===== config.mk =====
export PLATFORM = sky130hd
export DESIGN_NAME = binary_target_locator_flat
export DESIGN_NICKNAME = d
export VERILOG_FILES = /design/src/rtl/binary_target_locator_if.sv /design/src/rtl/binary_target_locator.sv /design/src/flat_wrapper.sv
export SDC_FILE = /design/constraint.sdc
export NUM_CORES = 1
export LEC_CHECK = 0
export CAP_MARGIN = 15
export CORE_UTILIZATION = 50
export CTS_BUF_LIST = sky130_fd_sc_hd__clkbuf_2 sky130_fd_sc_hd__clkbuf_4 sky130_fd_sc_hd__clkbuf_8
export CTS_CLUSTER_SIZE = 25
export DETAILED_ROUTE_END_ITERATION = 8
export PLACE_DENSITY = 0.76
export RECOVER_POWER = 50
export SLEW_MARGIN = 15
export SYNTH_ARGS = -nofsm -noshare
export SYNTH_HDL_FRONTEND = slang
export SYNTH_SLANG_ARGS = --single-unit

===== constraint.sdc =====
create_clock -name clk -period 5.47 [get_ports clk]
set_input_delay 1.094 -clock clk [delete_from_list [all_inputs] [get_ports clk]]
set_output_delay 1.094 -clock clk [all_outputs]
set_load 0.05 [all_outputs]

===== src/rtl/binary_target_locator_if.sv =====
// Pixel stream bundle for the binarized mask path.
// A master drives the stream and a slave consumes it.
//   vsync : frame sync, active high; its rising edge marks a frame start
//   href  : line valid
//   clken : pixel valid
//   data  : 8-bit mask pixel (8'h00 = target, anything else = background)
interface binary_target_locator_if;
    logic       vsync;
    logic       href;
    logic       clken;
    logic [7:0] data;

    modport master (output vsync, href, clken, data);
    modport slave  (input  vsync, href, clken, data);
endinterface


===== src/rtl/binary_target_locator.sv =====
// Binary target locator.
// Tracks the bounding box and pixel count of target pixels (8'h00) over
// each frame of a binarized stream and publishes them at the next frame
// start. The stream is re-emitted one cycle later, with the last published
// box drawn onto it.
//   clk, rst_n      : pixel clock, asynchronous active-low reset
//   bin   (slave)   : incoming mask stream
//   ovl   (master)  : outgoing stream with box overlay, 1-cycle latency
//   o_box_valid     : one-cycle pulse when the result registers update
//   o_found         : last completed frame had at least MIN_PIX targets
//   o_x_min/o_x_max : published box horizontal extent
//   o_y_min/o_y_max : published box vertical extent
//   o_pix_cnt       : target count of last frame, saturating
module binary_target_locator #(
    parameter int         IMG_W   = 640,
    parameter int         IMG_H   = 480,
    parameter int         MIN_PIX = 64,
    parameter logic [7:0] BOX_VAL = 8'h80
) (
    input  logic                           clk,
    input  logic                           rst_n,
    binary_target_locator_if.slave         bin,
    binary_target_locator_if.master        ovl,
    output logic                           o_box_valid,
    output logic                           o_found,
    output logic [10:0]                    o_x_min,
    output logic [10:0]                    o_x_max,
    output logic [9:0]                     o_y_min,
    output logic [9:0]                     o_y_max,
    output logic [19:0]                    o_pix_cnt
);

    localparam logic [10:0] X_LAST  = 11'(IMG_W - 1);
    localparam logic [9:0]  Y_LAST  = 10'(IMG_H - 1);
    localparam logic [19:0] CNT_MAX = 20'hFFFFF;
    localparam logic [19:0] MIN_CNT = 20'(MIN_PIX);

    typedef enum logic [1:0] {IDLE, ACTIVE, PUBLISH} state_t;

    state_t      state, state_nxt;
    logic        vsync_d, href_d;
    logic        vs_rise, href_fall;
    logic [10:0] x_cnt;
    logic [9:0]  y_cnt;
    logic        x_over, y_over;
    logic        in_range, pix_event;
    logic        acc_clear, publish, acc_found;
    logic [10:0] acc_x_min, acc_x_max, x_min_nxt, x_max_nxt;
    logic [9:0]  acc_y_min, acc_y_max, y_min_nxt, y_max_nxt;
    logic [19:0] acc_cnt, cnt_nxt;
    logic        on_vline, on_hline, draw;

    assign vs_rise   = bin.vsync & ~vsync_d;
    assign href_fall = ~bin.href & href_d;

    // Delayed copies of the syncs for edge detection.
    always_ff @(posedge clk or negedge rst_n) begin
        if (!rst_n) begin
            vsync_d <= 1'b0;
            href_d  <= 1'b0;
        end else begin
            vsync_d <= bin.vsync;
            href_d  <= bin.href;
        end
    end

    // Column counter. x_cnt holds the column of the pixel currently on the
    // bus; once the last column has been consumed, x_over flags the rest of
    // the line as out of range so the count never wraps.
    always_ff @(posedge clk or negedge rst_n) begin
        if (!rst_n) begin
            x_cnt  <= '0;
            x_over <= 1'b0;
        end else if (!bin.href) begin
            x_cnt  <= '0;
            x_over <= 1'b0;
        end else if (bin.clken) begin
            if (x_cnt == X_LAST) x_over <= 1'b1;
            else                 x_cnt  <= x_cnt + 11'd1;
        end
    end

    // Line counter, same saturation idea: lines after the last are ignored
    // until the next frame start.
    always_ff @(posedge clk or negedge rst_n) begin
        if (!rst_n) begin
            y_cnt  <= '0;
            y_over <= 1'b0;
        end else if (vs_rise) begin
            y_cnt  <= '0;
            y_over <= 1'b0;
        end else if (href_fall) begin
            if (y_cnt == Y_LAST) y_over <= 1'b1;
            else                 y_cnt  <= y_cnt + 10'd1;
        end
    end

    assign in_range  = ~x_over & ~y_over;
    // A pixel sharing a cycle with the frame-start edge belongs to neither
    // frame and is dropped.
    assign pix_event = bin.href & bin.clken & (bin.data == 8'h00) & in_range
                     & ~vs_rise & (state != IDLE);

    always_ff @(posedge clk or negedge rst_n) begin
        if (!rst_n) state <= IDLE;
        else        state <= state_nxt;
    end

    // IDLE swallows the partial frame seen after reset; PUBLISH is a single
    // cycle that both reports the finished frame and starts the next one.
    always_comb begin
        state_nxt = state;
        acc_clear = 1'b0;
        publish   = 1'b0;
        case (state)
            IDLE: begin
                if (vs_rise) begin
                    state_nxt = ACTIVE;
                    acc_clear = 1'b1;
                end
            end
            ACTIVE: begin
                if (vs_rise) state_nxt = PUBLISH;
            end
            PUBLISH: begin
                publish   = 1'b1;
                acc_clear = 1'b1;
                state_nxt = ACTIVE;
            end
            default: state_nxt = IDLE;
        endcase
    end

    // Clear-then-update: a pixel arriving in the clearing cycle is folded
    // into the fresh values rather than lost.
    always_comb begin
        x_min_nxt = acc_clear ? X_LAST : acc_x_min;
        x_max_nxt = acc_clear ? 11'd0  : acc_x_max;
        y_min_nxt = acc_clear ? Y_LAST : acc_y_min;
        y_max_nxt = acc_clear ? 10'd0  : acc_y_max;
        cnt_nxt   = acc_clear ? 20'd0  : acc_cnt;
        if (pix_event) begin
            if (x_cnt < x_min_nxt) x_min_nxt = x_cnt;
            if (x_cnt > x_max_nxt) x_max_nxt = x_cnt;
            if (y_cnt < y_min_nxt) y_min_nxt = y_cnt;
            if (y_cnt > y_max_nxt) y_max_nxt = y_cnt;
            if (cnt_nxt != CNT_MAX) cnt_nxt = cnt_nxt + 20'd1;
        end
    end

    always_ff @(posedge clk or negedge rst_n) begin
        if (!rst_n) begin
            acc_x_min <= X_LAST;
            acc_x_max <= '0;
            acc_y_min <= Y_LAST;
            acc_y_max <= '0;
            acc_cnt   <= '0;
        end else begin
            acc_x_min <= x_min_nxt;
            acc_x_max <= x_max_nxt;
            acc_y_min <= y_min_nxt;
            acc_y_max <= y_max_nxt;
            acc_cnt   <= cnt_nxt;
        end
    end

    assign acc_found = (acc_cnt >= MIN_CNT);

    // Result registers only move in PUBLISH, which sits inside vsync, so
    // the overlay never mixes two boxes within one frame.
    always_ff @(posedge clk or negedge rst_n) begin
        if (!rst_n) begin
            o_box_valid <= 1'b0;
            o_found     <= 1'b0;
            o_x_min     <= '0;
            o_x_max     <= '0;
            o_y_min     <= '0;
            o_y_max     <= '0;
            o_pix_cnt   <= '0;
        end else begin
            o_box_valid <= publish;
            if (publish) begin
                o_found   <= acc_found;
                o_x_min   <= acc_found ? acc_x_min : 11'd0;
                o_x_max   <= acc_found ? acc_x_max : 11'd0;
                o_y_min   <= acc_found ? acc_y_min : 10'd0;
                o_y_max   <= acc_found ? acc_y_max : 10'd0;
                o_pix_cnt <= acc_cnt;
            end
        end
    end

    assign on_vline = ((x_cnt == o_x_min) || (x_cnt == o_x_max))
                    && (y_cnt >= o_y_min) && (y_cnt <= o_y_max);
    assign on_hline = ((y_cnt == o_y_min) || (y_cnt == o_y_max))
                    && (x_cnt >= o_x_min) && (x_cnt <= o_x_max);
    assign draw     = o_found & bin.href & bin.clken & in_range
                    & (on_vline | on_hline);

    // Output stage: syncs and data share the same single register delay.
    always_ff @(posedge clk or negedge rst_n) begin
        if (!rst_n) begin
            ovl.vsync <= 1'b0;
            ovl.href  <= 1'b0;
            ovl.clken <= 1'b0;
            ovl.data  <= 8'h00;
        end else begin
            ovl.vsync <= bin.vsync;
            ovl.href  <= bin.href;
            ovl.clken <= bin.clken;
            ovl.data  <= draw ? BOX_VAL : bin.data;
        end
    end

endmodule

===== src/flat_wrapper.sv =====
// flat-port wrapper written by rule: the top's interface ports become plain ports
module binary_target_locator_flat 
#(
    parameter int         IMG_W   = 640,
    parameter int         IMG_H   = 480,
    parameter int         MIN_PIX = 64,
    parameter logic [7:0] BOX_VAL = 8'h80
)
  (clk, rst_n, o_box_valid, o_found, o_x_min, o_x_max, o_y_min, o_y_max, o_pix_cnt, bin_vsync, bin_href, bin_clken, bin_data, ovl_vsync, ovl_href, ovl_clken, ovl_data);
  binary_target_locator_if bin_i ();
  binary_target_locator_if ovl_i ();
  input  logic clk;
  input  logic rst_n;
  output logic o_box_valid;
  output logic o_found;
  output logic [10:0] o_x_min;
  output logic [10:0] o_x_max;
  output logic [9:0] o_y_min;
  output logic [9:0] o_y_max;
  output logic [19:0] o_pix_cnt;
  input wire logic [$bits(bin_i.vsync)-1:0] bin_vsync;
  input wire logic [$bits(bin_i.href)-1:0] bin_href;
  input wire logic [$bits(bin_i.clken)-1:0] bin_clken;
  input wire logic [$bits(bin_i.data)-1:0] bin_data;
  output wire logic [$bits(ovl_i.vsync)-1:0] ovl_vsync;
  output wire logic [$bits(ovl_i.href)-1:0] ovl_href;
  output wire logic [$bits(ovl_i.clken)-1:0] ovl_clken;
  output wire logic [$bits(ovl_i.data)-1:0] ovl_data;
  assign bin_i.vsync = bin_vsync;
  assign bin_i.href = bin_href;
  assign bin_i.clken = bin_clken;
  assign bin_i.data = bin_data;
  assign ovl_vsync = ovl_i.vsync;
  assign ovl_href = ovl_i.href;
  assign ovl_clken = ovl_i.clken;
  assign ovl_data = ovl_i.data;
  binary_target_locator #(.IMG_W(IMG_W), .IMG_H(IMG_H), .MIN_PIX(MIN_PIX), .BOX_VAL(BOX_VAL)) u_core (.clk(clk), .rst_n(rst_n), .bin(bin_i), .ovl(ovl_i), .o_box_valid(o_box_valid), .o_found(o_found), .o_x_min(o_x_min), .o_x_max(o_x_max), .o_y_min(o_y_min), .o_y_max(o_y_max), .o_pix_cnt(o_pix_cnt));
endmodule

---- After elaboration in Yosys (flattened, before gate mapping) ----
Index checks and enable logic that the tools add are counted.
word-level totals
  register bits ........................... 162
  latch bits .............................. 0
  memory bits (writable) .................. 0
  memory bits (read-only) ................. 0
  input port bits ......................... 13
  output and inout port bits .............. 75
  logic and storage cells ................. 120
  memories kept ........................... 0
operators by class
  add/subtract/negate cells ............... 3
  multipliers ............................. 0
  div/mod/pow operators ................... 0
  magnitude comparators ................... 9
  equality and inequality tests ........... 15
  shift-type cells ........................ 0
  muxes and demuxes ....................... 38
  bitwise logic cells ..................... 18
  reductions and logical operators ........ 16
operator list
  cell                                                                      number
  11-bit two-way mux                                                        11
  10-bit two-way mux                                                        11
  20-bit two-way mux                                                        3
  11-bit equality test                                                      2
  20-bit by 1-bit adder with 20-bit output (second input constant)          1
  10-bit equality test                                                      2
  20-bit by 7-bit >= comparator with 1-bit output (second input constant)   1
  20-bit inequality test (second input constant)                            1
  1-bit AND                                                                 12
  11-bit by 1-bit adder with 11-bit output (second input constant)          1
  11-bit by 10-bit equality test with 1-bit output (second input constant)  1
  11-bit >= comparator                                                      1
  11-bit > comparator                                                       1
  11-bit <= comparator                                                      1
  11-bit less-than comparator                                               1
  10-bit by 1-bit adder with 10-bit output (second input constant)          1
  10-bit by 9-bit equality test with 1-bit output (second input constant)   1
  10-bit >= comparator                                                      1
  10-bit > comparator                                                       1
  10-bit <= comparator                                                      1
  10-bit less-than comparator                                               1
  2-bit by 1-bit inequality test with 1-bit output (second input constant)  5
  2-bit AND reduction                                                       5
  8-bit logical NOT                                                         1
  14 further kinds                                                          32

---- Logic depth before layout (Yosys ltp) ----
  depth after elaboration ................. 8
  depth in mapped cells ................... 13
  mapped depth without buffers ............ 10

---- Least setup slack after synthesis ----
Ideal clock, no wire load.
  kind .................................... input to register
  start point ............................. in bin_vsync
  end point ............................... reg u_core.acc_y_max[0]
  setup time .............................. 0.125 ns
  data arrival time ....................... 3.646 ns
  required time ........................... 5.345 ns
  slack ................................... 1.700 ns
  cell stages on the path ................. 13
  buffers on the path ..................... 3
  path through ............................ nand2b_1 > a21o_1 > clkbuf_1 > clkbuf_1 > nand2_1 > ha_1 > a21o_1 > a21o_1 > a211oi_1 > o21ai_0 > o311ai_0 > buf_2 > mux2_2
on the way
  cells in the longest elaborated chain, start to end .. 7
  elaborated cells between the ends (all ways) .. 10
  classes of those cells .................. 1 x order compare; 5 x mux; 4 x bitwise
ends and longest elaborated chain
  item                                RTL line                      source
  start: declaration                  flat_wrapper.sv:21            input wire logic [$bits(bin_i.vsync)-1:0] bin_vsync;
  1-bit AND (*)                       binary_target_locator.sv:53   assign vs_rise = bin.vsync & ~vsync_d;
  1-bit two-way mux                   binary_target_locator.sv:117  if (vs_rise) begin
  1-bit case mux with 2 select lines  binary_target_locator.sv:115  case (state)
  10-bit two-way mux                  binary_target_locator.sv:140  y_max_nxt = acc_clear ? 10'd0 : acc_y_max;
  10-bit > comparator                 binary_target_locator.sv:146  if (y_cnt > y_max_nxt) y_max_nxt = y_cnt;
  10-bit two-way mux                  binary_target_locator.sv:146
  10-bit two-way mux (*)              binary_target_locator.sv:142  if (pix_event) begin
  named net u_core.y_max_nxt[0]       binary_target_locator.sv:49   logic [9:0] acc_y_min, acc_y_max, y_min_nxt, y_max_nxt;
  end signal: assignment              binary_target_locator.sv:162  acc_y_max <= y_max_nxt;
  end: declaration                    binary_target_locator.sv:49
The timed path passes the listed nets; every way through them passes the cells marked *.
A chain may end at the register's enable or synchronous reset.

---- Final worst setup path ----
  start point ............................. in bin_vsync
  end point ............................... reg u_core.acc_x_max[0]
on the way
  cells in the longest elaborated chain, start to end .. 7
  elaborated cells between the ends (all ways) .. 10
  classes of those cells .................. 1 x order compare; 5 x mux; 4 x bitwise
ends and longest elaborated chain
  item                                RTL line                      source
  1-bit AND (*)                       binary_target_locator.sv:53
  1-bit two-way mux                   binary_target_locator.sv:117
  1-bit case mux with 2 select lines  binary_target_locator.sv:115
  11-bit two-way mux                  binary_target_locator.sv:138  x_max_nxt = acc_clear ? 11'd0 : acc_x_max;
  11-bit > comparator                 binary_target_locator.sv:144  if (x_cnt > x_max_nxt) x_max_nxt = x_cnt;
  11-bit two-way mux                  binary_target_locator.sv:144
  11-bit two-way mux (*)              binary_target_locator.sv:142
  named net u_core.x_max_nxt[0]       binary_target_locator.sv:48   logic [10:0] acc_x_min, acc_x_max, x_min_nxt, x_max_nxt;
  end signal: assignment              binary_target_locator.sv:160  acc_x_max <= x_max_nxt;
  end: declaration                    binary_target_locator.sv:48
Marks and branches as above.

==> results_dict.tcl <==
set metrics [dict create \
    ys_seq_elements 162 \
    synth_edf_count 0 \
    period_share_pct 78.37 \
    clk_pin_slew_ps 90 \
    fin_cells 1165 \
    slew_violations 112 \
    dp_hpwl_um 14690 \
    drt_pass1_iterations 7 \
    synth_most_common_cell "dfrtp_1" \
    setup_slack_ps 1183 \
    power_mw 2.459 \
    status "finished with violations" \
    violations "capacitance limit, slew limit" \
    wl_per_cell_um 17.64 \
    antenna_found_initial 0 \
    synth.area.top_cells "dfrtp_1 42%, ha_1 12%, dfstp_2 4.9%" \
    synth_top_cell_by_area "dfrtp_1" \
    fin_util_pct 60.73 \
    tightest_slew_ps 3523 \
    core_um2 16760 \
    max_freq_mhz 233.3 \
    initial_core_util_pct 51.58 \
    syn_area_per_cell_um2 10.25 \
    fin_crit_ps 4287 \
    dieWidth_um 133.5 \
    crit_path_end_kind "flop" \
    drt_wl_total_um 20550 \
    globalplace.congestion 0.9089 \
    pin_count 88 \
    path_max_fanout 26 \
    busiest_layer "met2" \
    gr-usage-all-layers_pct 24.42 \
    place_ws_ps 690.0 \
    yosysSeqAreaShare_pct 47.13 \
    grt_first_pass_wirelength_um 33680 \
    dp_cells 1133 \
    n_antenna_cell 0 \
    grt_use_met3_pct 5.213 \
    dieArea_um2 17820 \
    globalRouteMet2Util_pct 37.47 \
    cap_viol_max_count 2 \
    io_buffers 87 \
    arrival_ps 4640 \
    rsz0062_at_grt "no" \
    synthArstFlopShare_pct 100.0 \
    fp.dieH_um 133.5 \
    hold_class "reg2reg" \
    grt_pass1_vias 6482 \
    holdBufCountCts 0 \
    syn-num-nets 941 \
    setup_violations 0 \
    drc 0 \
    synth-main-ff-cell "dfrtp_1" \
    cts.sinks 162 \
    clkLatencyLatePin_ps 470 \
    via_per_inst 5.676 \
    synth_cell_type_count 58 \
    cts_tree "done" \
    clock_path_buffers 2 \
    vias 6613 \
    setup-tns-final_ps 0 \
    postCtsResizedCells 0 \
    root_buffer "clkbuf_8" \
    area_growth_pct 17.74 \
    leakage_nw 4.702 \
    fillers 1400 \
    critPathLaunchType "primary input" \
    relSlewSlack_pct -134.9 \
    globalRouteMet1Util_pct 34.69 \
    nNetsFinal 1030 \
    initialDrtViolationCount 400 \
    overflow 0 \
    multi_input_area_um2 4263 \
    clock_skew_ps 14.57 \
    vdd_ir_drop_max_uv 167.3 \
    yosys_warnings 0 \
    p_per_area_nw_per_um2 241.6 \
    syn_inst 843 \
    syn_area_um2 8645 \
    finalHoldViolations 0 \
    reg2reg_slack_ps 1800 \
    ant_nets 0 \
    cts_setup_buffers 0 \
    htreeDepth 4 \
    grt_max_degree 68 \
    crit_type "in2reg" \
    register_area_um2 4074 \
    critPathRequiredTime_ps 5820 \
    cts_buffers 17 \
    synthTopCellsByCount "146 x dfrtp_1, 91 x nand2_1, 85 x ha_1, 64 x inv_1, 56 x nor2_1" \
    yosysTopAreaCellShare_pct 42.26 \
    drive_gt1_share_pct 9.524 \
    num_rows 47 \
]
-- critical path: stages --
cell	delay, ps
dlygate4sd3_1	580
nand2b_1	220
a21o_1	720
buf_4	330
nand2_1	100
ha_1	290
and4_1	210
o21ai_0	90
a21o_1	200
a211oi_2	170
buf_4	250
mux2_2	360
-- logic make-up after synthesis --
| family | share of synthesized area [%] |
|---|---|
| simple gates | 16.04 |
| flops | 47.13 |
| compound gates | 9.451 |
| buf+inv | 4.096 |
| fa+ha+maj | 12.30 |
| mux | 7.743 |
| xor+xnor | 3.242 |
-- where the power goes --
part	internal, mW	leakage [nW]	total, mW	switching (mW)
combinational	0.115	2.33	0.339	0.224
sequential	1.22	2.18	1.25	0.0313
clock	0.429	0.198	0.871	0.442
total	1.76	4.70	2.46	0.697
-- stage by stage --
stage	hold WS [ps]	area, µm²
floorplan	449.7	8645
global placement	467.9	9789
detailed placement	481.0	9789
CTS	502.4	10180
global route	512.8	10180
finish	503.7	10180
-- area by class of cell --
cell class              instances  area share, %
clock buffers                  24          3.122
clock inverters                 8         0.7498
inverters                      64          2.360
multi-input cells             590          41.88
flip-flops and latches        162          40.02
well taps                     220          2.704
repair buffers                 97          9.158
-- cell usage in the layout (no fill, tap or decap), types with 18 or more instances in the layout --
cell               n
a21oi_1           26
and2_1            19
clkbuf_8          22
clkdlybuf4s50_1   83
dfrtp_1          146
ha_1              85
inv_1             64
mux2_2            23
mux2i_1           41
nand2_1           91
nand3_1           18
nand4_1           28
nor2_1            56
o21ai_0           53
xnor2_1           23
-- metal layers --
layer,part of all wire (%),vias up
met4,1.7,0
li1,-,3138
met1,47,3247
met2,45,201
met5,0,-
met3,5.6,27
-- flip-flops by register name (all words and copies together), names as in the netlist --
name	flops
u_core.o_pix_cnt	20
u_core.o_found	1
u_core.o_x_min	11
u_core.o_x_max	11
u_core.state	2
u_core.acc_x_min	11
u_core.o_y_min	10
u_core.acc_x_max	11
u_core.acc_cnt	20
u_core.x_cnt	11
u_core.o_y_max	10
u_core.o_box_valid	1
u_core.ovl.clken	1
u_core.vsync_d	1
u_core.y_over	1
u_core.href_d	1
u_core.ovl.data	8
u_core.acc_y_min	10
u_core.acc_y_max	10
u_core.y_cnt	10
u_core.x_over	1
-- path summary, 6_finish.rpt --
kind / startpoint / endpoint / cells after the start
min in group asynchronous: rst_n / u_core.o_x_max[4] / 1
min: u_core.y_over / u_core.y_over / 2
max reg2reg: u_core.state[0] / u_core.o_x_max[9] / 6
max: bin_vsync / u_core.acc_x_max[0] / 12
min reg2reg: u_core.y_over / u_core.y_over / 2
max in group asynchronous: rst_n / u_core.acc_cnt[2] / 2
Note: power is estimated with default switching activity, not from simulation.
